$ cat src/rtl/ack_bus_scheduler.sv
// Registered one-hot arbiter for the shared ack bus (MEM/SHA/AES/CTRL) with a bounded hold timer.
// Define ACK_SCHED_RR_EN for round-robin selection; otherwise fixed priority, lowest ID first.
module ack_bus_scheduler #(
  parameter int HOLD_MAX = 16
) (
  input  logic       clk,
  input  logic       rst,
  input  logic       req_mem,
  input  logic       req_sha,
  input  logic       req_aes,
  input  logic       req_ctrl,
  output logic       ack_ready_to_mem,
  output logic       ack_ready_to_sha,
  output logic       ack_ready_to_aes,
  output logic       ack_ready_to_ctrl,
  output logic [1:0] winner_source_id,
  output logic       ack_event,
  output logic       ack_timeout,
  output logic       busy
);

  localparam logic [1:0] S_IDLE    = 2'd0;
  localparam logic [1:0] S_GRANT   = 2'd1;
  localparam logic [1:0] S_RELEASE = 2'd2;

  localparam bit         TO_EN    = (HOLD_MAX != 0);
  localparam logic [7:0] HOLD_LIM = 8'(HOLD_MAX - 1);

  logic [1:0] state_q, state_d;
  logic [3:0] ready_q, ready_d;
  logic [1:0] winner_q, winner_d;
  logic       event_q, event_d;
  logic       timeout_q, timeout_d;
  logic [3:0] penalty_q, penalty_d;
  logic [7:0] hold_q, hold_d;

  logic [3:0] req;
  logic [3:0] elig;
  logic [1:0] pick;
  logic       owner_req;

  assign req       = {req_ctrl, req_aes, req_sha, req_mem};
  assign elig      = req & ~penalty_q;
  assign owner_req = req[winner_q];

`ifdef ACK_SCHED_RR_EN
  logic [1:0] rr_ptr_q, rr_ptr_d;

  // Search begins just after the last winner and wraps, so the last winner is tried last.
  function automatic logic [1:0] pick_winner(input logic [3:0] e, input logic [1:0] p);
    logic [1:0] idx;
    logic       found;
    pick_winner = 2'd0;
    found       = 1'b0;
    for (int k = 1; k < 5; k++) begin
      idx = p + k[1:0];
      if (!found && e[idx]) begin
        pick_winner = idx;
        found       = 1'b1;
      end
    end
  endfunction

  assign pick = pick_winner(elig, rr_ptr_q);
`else
  function automatic logic [1:0] pick_winner(input logic [3:0] e);
    if (e[0])      pick_winner = 2'd0;
    else if (e[1]) pick_winner = 2'd1;
    else if (e[2]) pick_winner = 2'd2;
    else           pick_winner = 2'd3;
  endfunction

  assign pick = pick_winner(elig);
`endif

  always_comb begin
    state_d   = state_q;
    ready_d   = ready_q;
    winner_d  = winner_q;
    event_d   = 1'b0;
    timeout_d = 1'b0;
    hold_d    = hold_q;
    // A penalty lasts only until the source is seen with its request dropped.
    penalty_d = penalty_q & req;
`ifdef ACK_SCHED_RR_EN
    rr_ptr_d  = rr_ptr_q;
`endif
    case (state_q)
      S_IDLE: begin
        ready_d = 4'b0000;
        if (|elig) begin
          state_d  = S_GRANT;
          ready_d  = 4'b0001 << pick;
          winner_d = pick;
          event_d  = 1'b1;
          hold_d   = 8'd0;
`ifdef ACK_SCHED_RR_EN
          rr_ptr_d = pick;
`endif
        end
      end
      S_GRANT: begin
        // A release requested on the limit cycle wins over the timeout.
        if (!owner_req) begin
          state_d = S_RELEASE;
          ready_d = 4'b0000;
        end else if (TO_EN && (hold_q == HOLD_LIM)) begin
          state_d             = S_RELEASE;
          ready_d             = 4'b0000;
          timeout_d           = 1'b1;
          penalty_d[winner_q] = 1'b1;
        end else begin
          hold_d = (hold_q == 8'hFF) ? hold_q : hold_q + 8'd1;
        end
      end
      S_RELEASE: begin
        ready_d = 4'b0000;
        state_d = S_IDLE;
      end
      default: begin
        ready_d = 4'b0000;
        state_d = S_IDLE;
      end
    endcase
  end

  always_ff @(posedge clk or posedge rst) begin
    if (rst) begin
      state_q   <= S_IDLE;
      ready_q   <= 4'b0000;
      winner_q  <= 2'd0;
      event_q   <= 1'b0;
      timeout_q <= 1'b0;
      penalty_q <= 4'b0000;
      hold_q    <= 8'd0;
    end else begin
      state_q   <= state_d;
      ready_q   <= ready_d;
      winner_q  <= winner_d;
      event_q   <= event_d;
      timeout_q <= timeout_d;
      penalty_q <= penalty_d;
      hold_q    <= hold_d;
    end
  end

`ifdef ACK_SCHED_RR_EN
  always_ff @(posedge clk or posedge rst) begin
    if (rst) rr_ptr_q <= 2'b11;
    else     rr_ptr_q <= rr_ptr_d;
  end
`endif

  assign ack_ready_to_mem  = ready_q[0];
  assign ack_ready_to_sha  = ready_q[1];
  assign ack_ready_to_aes  = ready_q[2];
  assign ack_ready_to_ctrl = ready_q[3];
  assign winner_source_id  = winner_q;
  assign ack_event         = event_q;
  assign ack_timeout       = timeout_q;
  assign busy              = (state_q != S_IDLE);

endmodule

$ cat config.mk
export PLATFORM = sky130hd
export DESIGN_NAME = ack_bus_scheduler
export DESIGN_NICKNAME = d
export VERILOG_FILES = /design/src/rtl/ack_bus_scheduler.sv
export SDC_FILE = /design/constraint.sdc
export NUM_CORES = 1
export LEC_CHECK = 0
export ABC_CLOCK_PERIOD_IN_PS = 3500
export BUFFER_PORTS_ARGS = -buffer_cell sky130_fd_sc_hd__buf_4
export CAP_MARGIN = 20
export CORE_AREA = 2 2 49 60
export CTS_CLUSTER_DIAMETER = 80
export DETAILED_ROUTE_END_ITERATION = 7
export DIE_AREA = 0 0 51 62
export PLACE_DENSITY = 0.67
export RECOVER_POWER = 25
export REMOVE_ABC_BUFFERS = 1
export SLEW_MARGIN = 20
export SYNTH_ARGS = -nofsm -noshare
export SYNTH_HDL_FRONTEND = slang
export SYNTH_SLANG_ARGS = --single-unit
$ cat constraint.sdc
create_clock -name clk -period 3.5 [get_ports clk]
set_input_delay 0.175 -clock clk [delete_from_list [all_inputs] [get_ports clk]]
set_output_delay 0.175 -clock clk [all_outputs]
set_load 0.1 [all_outputs]
# Word level (Yosys, flattened, before mapping)
# Cells that the tools add are included.
# Widths: inputs -> output; s select.
# classes
addsub	1
n_mul	0
div_mod_pow	0
magnitude_cmp	2
eq_ne	8
shift	1
muxes	28
bitwise_logic	4
reduce_logical	8
# op_table
cell	n
$mux 8	4
$mux 4	6
$pmux 8 s2	1
$mux 2	5
$add 8x1->8 const B	1
$and 4x4->4	2
$eq 8x4->1 const B	1
$eq 8x8->1 const B	1
$mux 1	8
$ne 2x2->1 const B	4
$pmux 4 s2	1
$reduce_and 5->1	1
$not 4->4	1
$or 4x4->4	1
$pmux 2 s2	1
$reduce_and 2->1	2
$reduce_bool 2->1	2
$reduce_or 4->1	1
$shl 1x2->4 const A	1
$lt 2x3->1 const B	1
$ne 3x3->1 const B	1
$bmux 1 s2	1
$demux 1 s2	1
$eq 2x1->1 const B	1
other kinds (3)	3
# totals
reg_bits	22
latch_bits	0
ramBits	0
mem_bits_ro	0
out_inout_bits	9
wordCells	59
n_memories	0

# Depth between registers and ports, before layout
# depth
ltp_word	8
ltp_mapped	5
ltp_nobuf	5

# Least setup slack after synthesis
# No wires, ideal clock.
# synth_timing
path_kind	register to register
from	register winner_q[0] (netlist: winner_source_id[0])
to	register hold_q[0]
setup_time_ns	0.125
t_arrival_ns	2.137
t_required_ns	3.375
path_slack_ns	1.238
stages_incl_launch_ff	5
n_path_buf	0
synth_period_minus_slack_ns	2.262
cell_sequence	dfrtp_1 > mux2_2 > a2bb2oi_2 > o21ai_4 > mux2_4
# synth_between
elab_chain_len	4
# synth_lines
item	line_no	rtl
start, declared	31	logic [1:0] winner_q, winner_d;
start signal, assigned	139	winner_q <= winner_d;
$bmux 1 s2	44	assign owner_req = req[winner_q];
$mux 1 (implied by the code)	44	
$ne 2x2->1 (no source line)	n/a	
$reduce_and 5->1 (no source line)	n/a	
end signal, assigned	143	hold_q <= hold_d;
end, declared	35	logic [7:0] hold_q, hold_d;
# Every way passes these cells. The select of a mux whose other input is x is not followed.
# A chain may end at the register's enable or synchronous reset.

# Final worst setup path
# Same ends and word-level chain as after synthesis.

==> impl_metrics.json <==
{
  "grt_first_pass_wirelength_um": 3919,
  "floorplan.die.width_um": 51,
  "postSynthAreaPerCell_um2": 10.88,
  "arrival_ns": 2.06,
  "root_buffer": "clkbuf_4",
  "gp_congestion": 0.8063,
  "slew-limit-headroom": 0.4245,
  "area_growth_syn_to_layout_pct": 17.86,
  "post_cts_buffers": 0,
  "drive_above_1_share": 0.2562,
  "routed_wl_um": 2337,
  "design.portCount": 15,
  "drt_iter0_drc": 7,
  "mostFrequentLayoutCells": "22 x dfrtp_1, 13 x buf_4, 9 x nand2_1",
  "final_nets": 129,
  "cp_slowest_cell": "dfrtp_1",
  "dr_vias_cell": 5.665,
  "total_global_routing_overflow": 0,
  "max-vdd-ir-drop_mv": 0.3806,
  "cts_hold_buf": 0,
  "antenna_found_initial": 0,
  "grtUsageTotal": 0.1654,
  "yosysWarningCount": 0,
  "synth_cells": 103,
  "outcome": "completed",
  "hpwl_um": 1793,
  "final_common_cell": "dfrtp_1",
  "final_max_slew_viol_count": 0,
  "finish.instance_area_um2": 1321,
  "timing.critical_path.buf_inv": 0,
  "clockBufferDepth": 2,
  "floorplan.initialDensity": 0.4224,
  "drt_first_pass_iters": 4,
  "rsz_0062_raised_after_global_routing": "no",
  "placedInstanceArea_um2": 1269,
  "syn-cell-area_um2": 1121,
  "path_class": "reg2reg",
  "final_hold_viol_count": 0,
  "first_global_vias": 899,
  "max_clock_skew_ns": 0.01189,
  "cts.sinks": 22,
  "cts_tree": "built",
  "post_drt_wl_per_cell_um": 15.08,
  "maxCapViolCount": 0,
  "critPathTopFamily": "multiplexers",
  "insertion_delay_ns": 0.31,
  "power_w": 0.001219,
  "core.rowCount": 21,
  "worst_setup_path_end_kind": "flop",
  "fmaxAchievable_ghz": 0.5387,
  "req_time_crit_path_ns": 3.70,
  "postLayoutCoreUtil": 0.4979,
  "fp.coreArea_um2": 2654,
  "cts_htree_levels": 1,
  "critical_path.cell_chain": "mux2i_1 > a2bb2oi_2 > o21ai_4 > mux2_4",
  "crit_path_start": "winner_source_id[0]$_DFFE_PP0P_",
  "finalCriticalPeriod_ns": 1.856,
  "hp-class": "in2async",
  "worst_pin_slew_ns": 0.8624,
  "finalCritPeriodShare": 0.5304,
  "leakagePower_nw": 0.6047,
  "post_cts_resized": 0,
  "tritoncts.num_buffers": 3,
  "io_buffer_count": 14,
  "die-area_um2": 3162,
  "n_diodes": 0,
  "synth_cell_type_count": 37,
  "critical-path-max-stage-delay_ns": 0.52,
  "critical_path.startpoint_type": "flop",
  "dieHeight_um": 62,
  "num_vias": 878,
  "final-setup-viol-count": 0,
  "cp_max_fo": 8,
  "regToRegStartpoint": "winner_source_id[0]$_DFFE_PP0P_",
  "grt_start_max_net_pins": 23,
  "remaining_antenna_violation_count_after_routing": 0,
  "fin_setup_tns_ns": 0,
  "synth-seq-area-share": 0.4911,
  "power_density_nw_per_um2": 922.9,
  "clk_pin_slew_worst_paths_ns": 0.13,
  "postSynthRegisterBits": 22,
  "detail_route.drc_violations": 0
}
-- synthesized netlist by cell type (all sizes together) --
cell type	instances	area, um2
nor2	8	30.03
o21ai	7	46.30
mux2	4	52.55
o21a	1	7.510
or4	1	11.26
nand4	1	6.260
and2b	3	25.03
o41ai	1	27.53
or3b	1	8.760
nor4	1	6.260
or3	1	6.260
nand3	4	20.02
inv	6	22.52
a2bb2oi	2	23.77
and3b	1	10.01
a32o	3	30.03
or2	1	6.260
or2b	1	7.510
o31ai	1	7.510
a41oi	2	17.52
nor3	1	5.000
ha	1	12.51
nor2b	2	12.51
a22o	2	17.52
nand2	9	33.78
and3	1	6.260
dfrtp	22	550.5
a21oi	5	36.29
o2bb2ai	1	8.760
mux2i	2	20.02
a31oi	6	37.54
a21boi	1	7.510
-- where the power goes --
group	switching [W]	internal, W	leakage, nW	total, W
clock	0.0000795	0.000116	0.0279	0.000195
sequential	0.0000677	0.000314	0.295	0.000382
combinational	0.000448	0.000194	0.282	0.000642
-- sequential cells by signal, indices dropped and copies added (netlist names) --
name              cells
hold_q                8
penalty_q             4
ready_q               4
state_q               2
winner_source_id      2
ack_event             1
ack_timeout           1
-- kinds of logic (layout without fill, tap and decap cells) --
family          after synthesis  in the layout  synth area share
fa+ha+maj                     1              1           0.01116
buf+inv                       6             24           0.02009
flops                        22             22            0.4911
compound gates               32             32            0.2389
simple gates                 36             36            0.1741
mux                           6              6           0.06473
-- final cells by class --
| type | instances | area, um2 |
|---|---|---|
| Clock buffer | 3 | 22.52 |
| Sequential cell | 22 | 550.5 |
| Inverter | 6 | 22.52 |
| Tap cell | 34 | 42.54 |
| Fill cell | 242 | 1333 |
| Multi-Input combinational cell | 75 | 548.0 |
| Clock inverter | 1 | 30.03 |
| Timing Repair Buffer | 14 | 105.1 |
-- stage by stage --
stage	hold slack, ns	setup slack [ns]	instances
after detailed placement	0.4036	1.675	151
after floorplan	0.1642	1.238	103
after global routing	0.08438	1.534	155
after global placement	0.3931	1.734	151
after CTS	0.04952	1.642	155
final	0.02763	1.644	155
-- worst paths after layout --
path	endpoint	slack, ns	cells after the start
worst min register to register	penalty_q[2]$_DFF_PP0_	0.50	2
worst max register to register	hold_q[0]$_DFFE_PP0P_	1.64	4
worst max-delay path	hold_q[0]$_DFFE_PP0P_	1.64	4
min in group clk	penalty_q[2]$_DFF_PP0_	0.08	3
worst min-delay path	state_q[0]$_DFFE_PP0P_	0.03	2
max in group asynchronous	hold_q[0]$_DFFE_PP0P_	2.93	2
-- per-layer routing --
| layer | global-route usage | vias up | share of wire |
|---|---|---|---|
| met5 | 0 | - | 0 |
| met3 | 0.03828 | 2 | 0.042 |
| met4 | 0.06950 | 0 | 0.0056 |
| met2 | 0.3024 | 17 | 0.53 |
| li1 | - | 421 | - |
| met1 | 0.1866 | 438 | 0.43 |
(Power assumes the default switching activity.)
